--- config.mk ---
export PLATFORM = sky130hd
export DESIGN_NAME = not_bank_test_sequencer
export DESIGN_NICKNAME = d
export VERILOG_FILES = /design/src/rtl/not_bank_test_sequencer.sv
export SDC_FILE = /design/constraint.sdc
export NUM_CORES = 1
export LEC_CHECK = 0
export CAP_MARGIN = 20
export CORE_ASPECT_RATIO = 0.8
export CORE_MARGIN = 3
export CORE_UTILIZATION = 50
export CTS_CLUSTER_SIZE = 20
export DETAILED_ROUTE_END_ITERATION = 10
export HOLD_SLACK_MARGIN = 0.02
export PLACE_DENSITY = 0.76
export SYNTH_ARGS = -nofsm -noshare
export SYNTH_HDL_FRONTEND = slang
export SYNTH_SLANG_ARGS = --single-unit
--- constraint.sdc ---
create_clock -name clk -period 2.65 [get_ports clk]
set_input_delay 0.3975 -clock clk [delete_from_list [all_inputs] [get_ports clk]]
set_output_delay 0.3975 -clock clk [all_outputs]
set_load 0.03 [all_outputs]
--- src/rtl/not_bank_test_sequencer.sv ---
// Self-test sequencer for a WIDTH-bit NOT-gate bank: sweeps every input pattern,
// lets each settle, checks the outputs against the inverted pattern, and reports.
module not_bank_test_sequencer #(
    parameter int unsigned WIDTH  = 4,
    parameter int unsigned SETTLE = 2,
    parameter int unsigned ERR_W  = 8
) (
    input  logic             clk,
    input  logic             rst,
    input  logic             start,
    output logic [WIDTH-1:0] dut_a,
    input  logic [WIDTH-1:0] dut_y,
    output logic             busy,
    output logic             done,
    output logic             pass,
    output logic [ERR_W-1:0] err_count,
    output logic [WIDTH-1:0] first_fail
);

    localparam int unsigned      CNT_W    = (SETTLE > 1) ? $clog2(SETTLE) : 1;
    localparam logic [CNT_W-1:0] CNT_LAST = CNT_W'(SETTLE - 1);
    localparam logic [WIDTH-1:0] PAT_LAST = '1;
    localparam logic [ERR_W-1:0] ERR_MAX  = '1;

    typedef enum logic [1:0] {
        S_IDLE,
        S_SETTLE,
        S_CHECK,
        S_DONE
    } state_e;

    state_e           state_q, state_d;
    logic [WIDTH-1:0] dut_a_q, dut_a_d;
    logic [CNT_W-1:0] settle_cnt_q, settle_cnt_d;
    logic             busy_q, busy_d;
    logic             done_q, done_d;
    logic             pass_q, pass_d;
    logic [ERR_W-1:0] err_q, err_d;
    logic [WIDTH-1:0] first_fail_q, first_fail_d;
    logic             fail_seen_q, fail_seen_d;
    logic             mismatch;

    // State register; reset clears every output and the sweep bookkeeping.
    always_ff @(posedge clk) begin
        if (rst) begin
            state_q      <= S_IDLE;
            dut_a_q      <= '0;
            settle_cnt_q <= '0;
            busy_q       <= 1'b0;
            done_q       <= 1'b0;
            pass_q       <= 1'b0;
            err_q        <= '0;
            first_fail_q <= '0;
            fail_seen_q  <= 1'b0;
        end else begin
            state_q      <= state_d;
            dut_a_q      <= dut_a_d;
            settle_cnt_q <= settle_cnt_d;
            busy_q       <= busy_d;
            done_q       <= done_d;
            pass_q       <= pass_d;
            err_q        <= err_d;
            first_fail_q <= first_fail_d;
            fail_seen_q  <= fail_seen_d;
        end
    end

    // Next-state and output logic.
    always_comb begin
        state_d      = state_q;
        dut_a_d      = dut_a_q;
        settle_cnt_d = settle_cnt_q;
        busy_d       = busy_q;
        done_d       = done_q;
        pass_d       = pass_q;
        err_d        = err_q;
        first_fail_d = first_fail_q;
        fail_seen_d  = fail_seen_q;
        mismatch     = (dut_y != ~dut_a_q);

        case (state_q)
            S_IDLE, S_DONE: begin
                if (start) begin
                    dut_a_d      = '0;
                    settle_cnt_d = '0;
                    err_d        = '0;
                    first_fail_d = '0;
                    fail_seen_d  = 1'b0;
                    pass_d       = 1'b0;
                    done_d       = 1'b0;
                    busy_d       = 1'b1;
                    state_d      = S_SETTLE;
                end
            end
            S_SETTLE: begin
                settle_cnt_d = settle_cnt_q + CNT_W'(1);
                if (settle_cnt_q == CNT_LAST) begin
                    state_d = S_CHECK;
                end
            end
            S_CHECK: begin
                if (mismatch) begin
                    if (err_q != ERR_MAX) begin
                        err_d = err_q + ERR_W'(1);
                    end
                    if (!fail_seen_q) begin
                        first_fail_d = dut_a_q;
                        fail_seen_d  = 1'b1;
                    end
                end
                // The final check still counts toward pass, hence mismatch here.
                if (dut_a_q != PAT_LAST) begin
                    dut_a_d      = dut_a_q + WIDTH'(1);
                    settle_cnt_d = '0;
                    state_d      = S_SETTLE;
                end else begin
                    busy_d  = 1'b0;
                    done_d  = 1'b1;
                    pass_d  = !(fail_seen_q || mismatch);
                    state_d = S_DONE;
                end
            end
            default: state_d = S_IDLE;
        endcase
    end

    assign dut_a      = dut_a_q;
    assign busy       = busy_q;
    assign done       = done_q;
    assign pass       = pass_q;
    assign err_count  = err_q;
    assign first_fail = first_fail_q;

endmodule
==> results.toml, run 1 <==
[layout]
layout.area.seq_um2 = 460
final_cells = 215
num_antenna_cells = 0
drive_above_1_share_pct = 7.18
fillCellCount = 210
nNetsFinal = 194
multi_input_area_um2 = 791
area_delta_synth_final_pct = 22.7

[setup_path]
critical_path_class = "reg2reg"
arrival_ps = 2360
crit_path_top_delay_cell = "o31ai_1"
crit_path_start_kind = "register"
r2r_cells = 6
critPathTopFamily = "multiplexers"
crit_chain = "inv_1 > ha_1 > mux2i_2 > buf_4 > o31ai_1 > mux2i_1"
crit_path_end_kind = "register"
r2r-end = "err_count[0]$_SDFFE_PP0P_"
critPathRequiredTime_ps = 2910
r2r_slack_ps = 540
path_buf_inv = 2
rr_startpoint = "state_q[0]$_SDFFE_PP0P_"
cpPeakStageDelay_ps = 500
path_max_fanout = 11
crit_cells = 6
cp-startpoint = "state_q[0]$_SDFFE_PP0P_"

[logic_synthesis]
synth-async-reset-ratio_pct = 0
netlist_area_um2 = 1310
ys_types = 39
ys_warn_count = 0
syn_inst = 157
ys_seq_area_share_pct = 35.1
synth-seq-cells = 23
synth_edf_count = 0
syn-num-nets = 169
ys.flop_type = "dfxtp_1"
syn_avg_cell_area_um2 = 8.35

[die]
ios = 26
die_x_um = 63.3
fp.dieH_um = 51.8
start_util_pct = 56.8
dieArea_um2 = 3280
core_area_um2 = 2310
rows = 15

[drt]
num_vias = 1285
via_per_inst = 5.98
drtAntennaViolNets = 0
wl_mm = 3.25
drt_iter0_drc = 97
first_pass_iters = 4
drc = 0
wire_per_inst_um = 15.1

[worst_hold_path]
min_to = "busy$_SDFFE_PP0P_"
hold_class = "reg2reg"
hold_start = "busy$_SDFFE_PP0P_"
whs_path_depth = 2

[clock_network]
holdBufCountCts = 0
cts_setup_buffers = 0
htreeDepth = 1
numCtsBuffers = 3
cts.sinks = 23
cts_tree = "yes"
insertion_delay_ps = 330
clk_pin_slew_ps = 120
cts.repair.resized = 0
clock_path_buffers = 2
cts_root_buffer = "clkbuf_4"

[run]
cap_viol_max_count = 0

[global_route]
first_global_vias = 1198
antenna_found_initial = 0
grt_overflow_total = 0
grt_max_degree = 19
grt_pass1_wl_mm = 5.75
groute.usage.overall_pct = 22.5

[sta]
final-hold-violation-count = 0
fin_crit_sh_pct = 79.4
tightest_slew_ps = 527
rsz0062_at_grt = "no"
fmax_ghz = 0.475
setup_tns_ps = 0
min_period_ps = 2110
whs_ps = 496
setup_viol = 0
report.final.slew_viol_count = 0
slew_headroom_pct = 64.2
finalClockSkew_ps = 12.8

[power]
p_per_area_nw_per_um2 = 388
ir_worst_vdd_uv = 295
cellLeakagePower_nw = 0.542

[placement]
portBuffers = 25
post-dp-hpwl_mm = 2.39
place.gp.congestion = 0.859
placedCellCount = 211

[status]
status = "finished, final reports clean"
-- logic make-up (layout without fill, tap and decap cells) --
| kind of cell | count (synthesis) | in the layout | share of synthesized area (%) |
|---|---|---|---|
| xor gates and xnor gates | 4 | 4 | 2.67 |
| AOI/OAI and AO/OA | 44 | 44 | 21.9 |
| and+or+nand+nor | 66 | 66 | 28.3 |
| adders and majority gates | 5 | 5 | 4.77 |
| buffers and inverters | 12 | 36 | 4.58 |
| muxes | 3 | 3 | 2.58 |
| DFF | 23 | 23 | 35.1 |
-- routing by layer --
layer | share of wire (%) | vias up | track usage [%]
li1 | - | 637 | -
met1 | 48 | 578 | 32.7
met2 | 41 | 65 | 31.5
met3 | 10 | 5 | 5.83
met4 | 1.5 | 0 | 8.60
met5 | 0 | - | 0
-- stage by stage --
step                instance area [µm²]  util, %  setup WS (ps)  power [mW]
floorplan                          1310        -            749       0.431
global placement                   1580     68.5            555       0.458
detailed placement                 1580     68.5            515       0.461
CTS                                1610     69.7            550       0.628
global route                       1610     69.7            355       0.653
finish                             1610     69.7            545       0.624
-- area by class of cell --
cell class,count,share of cell area (%)
Inverter,4,0.933
Sequential cell,23,28.6
Multi-Input combinational cell,122,49.1
Clock inverter,1,0.311
Timing Repair Buffer,28,17.0
Clock buffer,3,1.40
Tap cell,34,2.64
-- flip-flops by register name (all words and copies together) (netlist names) --
register	flops
done	1
err_count	8
state_q	2
dut_a	4
busy	1
pass	1
fail_seen_q	1
first_fail	4
settle_cnt_q	1
-- cell usage after synthesis (5+ instances only) --
cell type	instances	share of area [%]
o21ai_0	9	3.4
ha_1	5	4.8
nand3_1	9	3.4
a21oi_1	12	4.6
dfxtp_1	23	35
nor2_1	10	2.9
clkbuf_1	5	1.4
nand2_1	11	3.1
-- worst min-delay path: stages (launching register included) --
cell and delay, ps:
dfxtp_1 330, o21ai_0 70, a21oi_1 60
-- worst max-delay path by stage --
stage and to:
2_1_floorplan err_count[4]$_SDFFE_PP0P_, 3_3_place_gp err_count[7]$_SDFFE_PP0P_, 3_5_place_dp err_count[0]$_SDFFE_PP0P_, 4_1_cts err_count[0]$_SDFFE_PP0P_, 5_1_grt first_fail[3]$_SDFFE_PP0P_, 6_report err_count[0]$_SDFFE_PP0P_
-- placed cells by master (no fill, tap or decap), drive strengths merged, types with 2 or more instances in the layout --
| cell type | instances |
|---|---|
| and2 | 3 |
| or2 | 3 |
| or3b | 3 |
| nor4 | 3 |
| dfxtp | 23 |
| nor3b | 3 |
| o21ai | 9 |
| nand4 | 4 |
| buf | 3 |
| a22o | 3 |
| xor2 | 4 |
| ha | 5 |
| a211oi | 3 |
| nand2b | 4 |
| a21o | 2 |
| nand3b | 4 |
| o311ai | 4 |
| or4 | 3 |
| a31oi | 4 |
| nor2 | 10 |
| nand3 | 9 |
| mux2i | 3 |
| nand2 | 11 |
| nor3 | 2 |
| a21oi | 12 |
| nor2b | 2 |
| o21a | 2 |
| clkdlybuf4s50 | 25 |
| clkbuf | 3 |
| inv | 4 |
-- power by group --
group	total (mW)	internal, mW	switching, mW
logic	0.0962	0.0408	0.0554
clock network	0.169	0.0567	0.113
registers	0.359	0.353	0.00621
No activity file was read; power rests on OpenSTA's default activity.
==> inputs of run 2 (changes only) <==
==> constraint.sdc (replaced) <==
create_clock -name clk -period 2.09 [get_ports clk]
set_input_delay 0.3135 -clock clk [delete_from_list [all_inputs] [get_ports clk]]
set_output_delay 0.3135 -clock clk [all_outputs]
set_load 0.03 [all_outputs]
==> run 2 against run 1 <==
Net effect:
- register-to-register slack lost 440 ps
- cell count grew 2.3%
- wire length up 3.0%
- highest routed layer unchanged
==> results.toml, run 2 (synthesis results as in run 1) <==
[die]
rows = 15
ios = 26
die_x_um = 63.3
dieArea_um2 = 3280
fp.dieH_um = 51.8
core_area_um2 = 2310
start_util_pct = 56.8

[sta]
slew_headroom_pct = 64.1
rsz0062_at_grt = "no"
setup_viol = 0
setup_tns_ps = 0
min_period_ps = 1990
tightest_slew_ps = 526
report.final.slew_viol_count = 0
final-hold-violation-count = 0
fin_crit_sh_pct = 95.2
finalClockSkew_ps = 7.84
fmax_ghz = 0.503
setup_ws_ps = 101

[setup_path]
rr_startpoint = "state_q[0]$_SDFFE_PP0P_"
r2r_cells = 6
critical_path_class = "reg2reg"
critPathRequiredTime_ps = 2350
r2r_slack_ps = 100
crit_path_start_kind = "register"
arrival_ps = 2250
crit_path_end_kind = "register"
path_max_fanout = 9
r2r-end = "err_count[4]$_SDFFE_PP0P_"

[power]
ir_worst_vdd_uv = 370
p_per_area_nw_per_um2 = 484
cellLeakagePower_nw = 0.575
power_mw = 0.810

[clock_network]
numCtsBuffers = 3
clk_pin_slew_ps = 140
cts_root_buffer = "clkbuf_4"
htreeDepth = 1
holdBufCountCts = 0
cts.sinks = 23
cts_tree = "yes"
insertion_delay_ps = 330
clock_path_buffers = 2

[drt]
drc = 0
wl_mm = 3.35
wire_per_inst_um = 15.2
drt_iter0_drc = 89
drtAntennaViolNets = 0
first_pass_iters = 4
num_vias = 1302
via_per_inst = 5.92

[worst_hold_path]
whs_path_depth = 1
hold_class = "reg2reg"
min_to = "done$_SDFFE_PP0P_"
hold_start = "done$_SDFFE_PP0P_"

[global_route]
antenna_found_initial = 0
first_global_vias = 1211
grt_overflow_total = 0
grt_max_degree = 27
groute.usage.overall_pct = 23.1
grt_pass1_wl_mm = 5.85

[layout]
finalInstanceArea_um2 = 1680
nNetsFinal = 199
num_antenna_cells = 0
area_delta_synth_final_pct = 27.8
final_cell_mix = "clkdlybuf4s50_1, dfxtp_1, a21oi_1"
layout_commonest_cell = "clkdlybuf4s50_1"
largest_reg_flops = 8
final_util_pct = 72.6
drive_above_1_share_pct = 11.8

[placement]
portBuffers = 25
pre_cts_ws_ps = 54.0
postPlaceCellArea_um2 = 1620
post-dp-hpwl_mm = 2.44
place.gp.congestion = 0.940

[run]
cap_viol_max_count = 0

[status]
status = "finished, final reports clean"
run 2: changes by cell type in the layout (fill, tap and decap cells not counted), sizes merged:
cell	change
buf	+5
run 2: cell type report:
cell class,instances,area [µm²]
repair buffers,33,310
multi-input cells,122,820
inverters,4,15.0
clock buffers,3,22.5
flip-flops and latches,23,460
well taps,34,42.5
fillers,185,633
clock inverters,1,5.00
run 2: metrics by stage:
stage	std cells	hold WS [ps]
finish	220	495
global route	220	529
CTS	220	494
detailed placement	216	458
global placement	216	457
floorplan	157	470
run 2: what timing repair did:
action / 4_1_cts / 5_1_grt
resized for setup: 0 / 5
buffers inserted: 0 / 0
setup endpoints to repair: 0 / 11
run 2: report_power, final:
group	internal, mW	switching (mW)	leakage, nW	total, mW
Combinational	0.0616	0.0758	0.371	0.137
Sequential	0.447	0.00642	0.186	0.453
Clock	0.0719	0.148	0.0177	0.220
run 2: worst max-delay path, cell delays in order, from the launching register on:
cell     delay (ps)
dfxtp_1         360
inv_1            60
ha_2            320
mux2i_4         240
or3b_1          380
or4_1           400
a31oi_1         170
run 2: layer usage:
layer | wire length, µm | track usage (%) | share of wire, %
met1 | 1630 | 34.1 | 49
met2 | 1340 | 32.6 | 40
met3 | 335 | 6.05 | 10
met4 | 42 | 6.81 | 1.3
met5 | 0 | 0 | 0
run 2: how the worst max path moves through the flow:
stage / depth (start not counted) / from / slack (ps) / to
after detailed placement: 5 / start / 50 / err_count[3]$_SDFFE_PP0P_
final: 6 / state_q[0]$_SDFFE_PP0P_ / 100 / err_count[4]$_SDFFE_PP0P_
after global placement: 5 / start / 100 / err_count[3]$_SDFFE_PP0P_
after floorplan: 6 / state_q[0]$_SDFFE_PP0P_ / 190 / err_count[4]$_SDFFE_PP0P_
after global routing: 6 / state_q[0]$_SDFFE_PP0P_ / 20 / err_count[4]$_SDFFE_PP0P_
after CTS: 7 / state_q[0]$_SDFFE_PP0P_ / 30 / first_fail[3]$_SDFFE_PP0P_
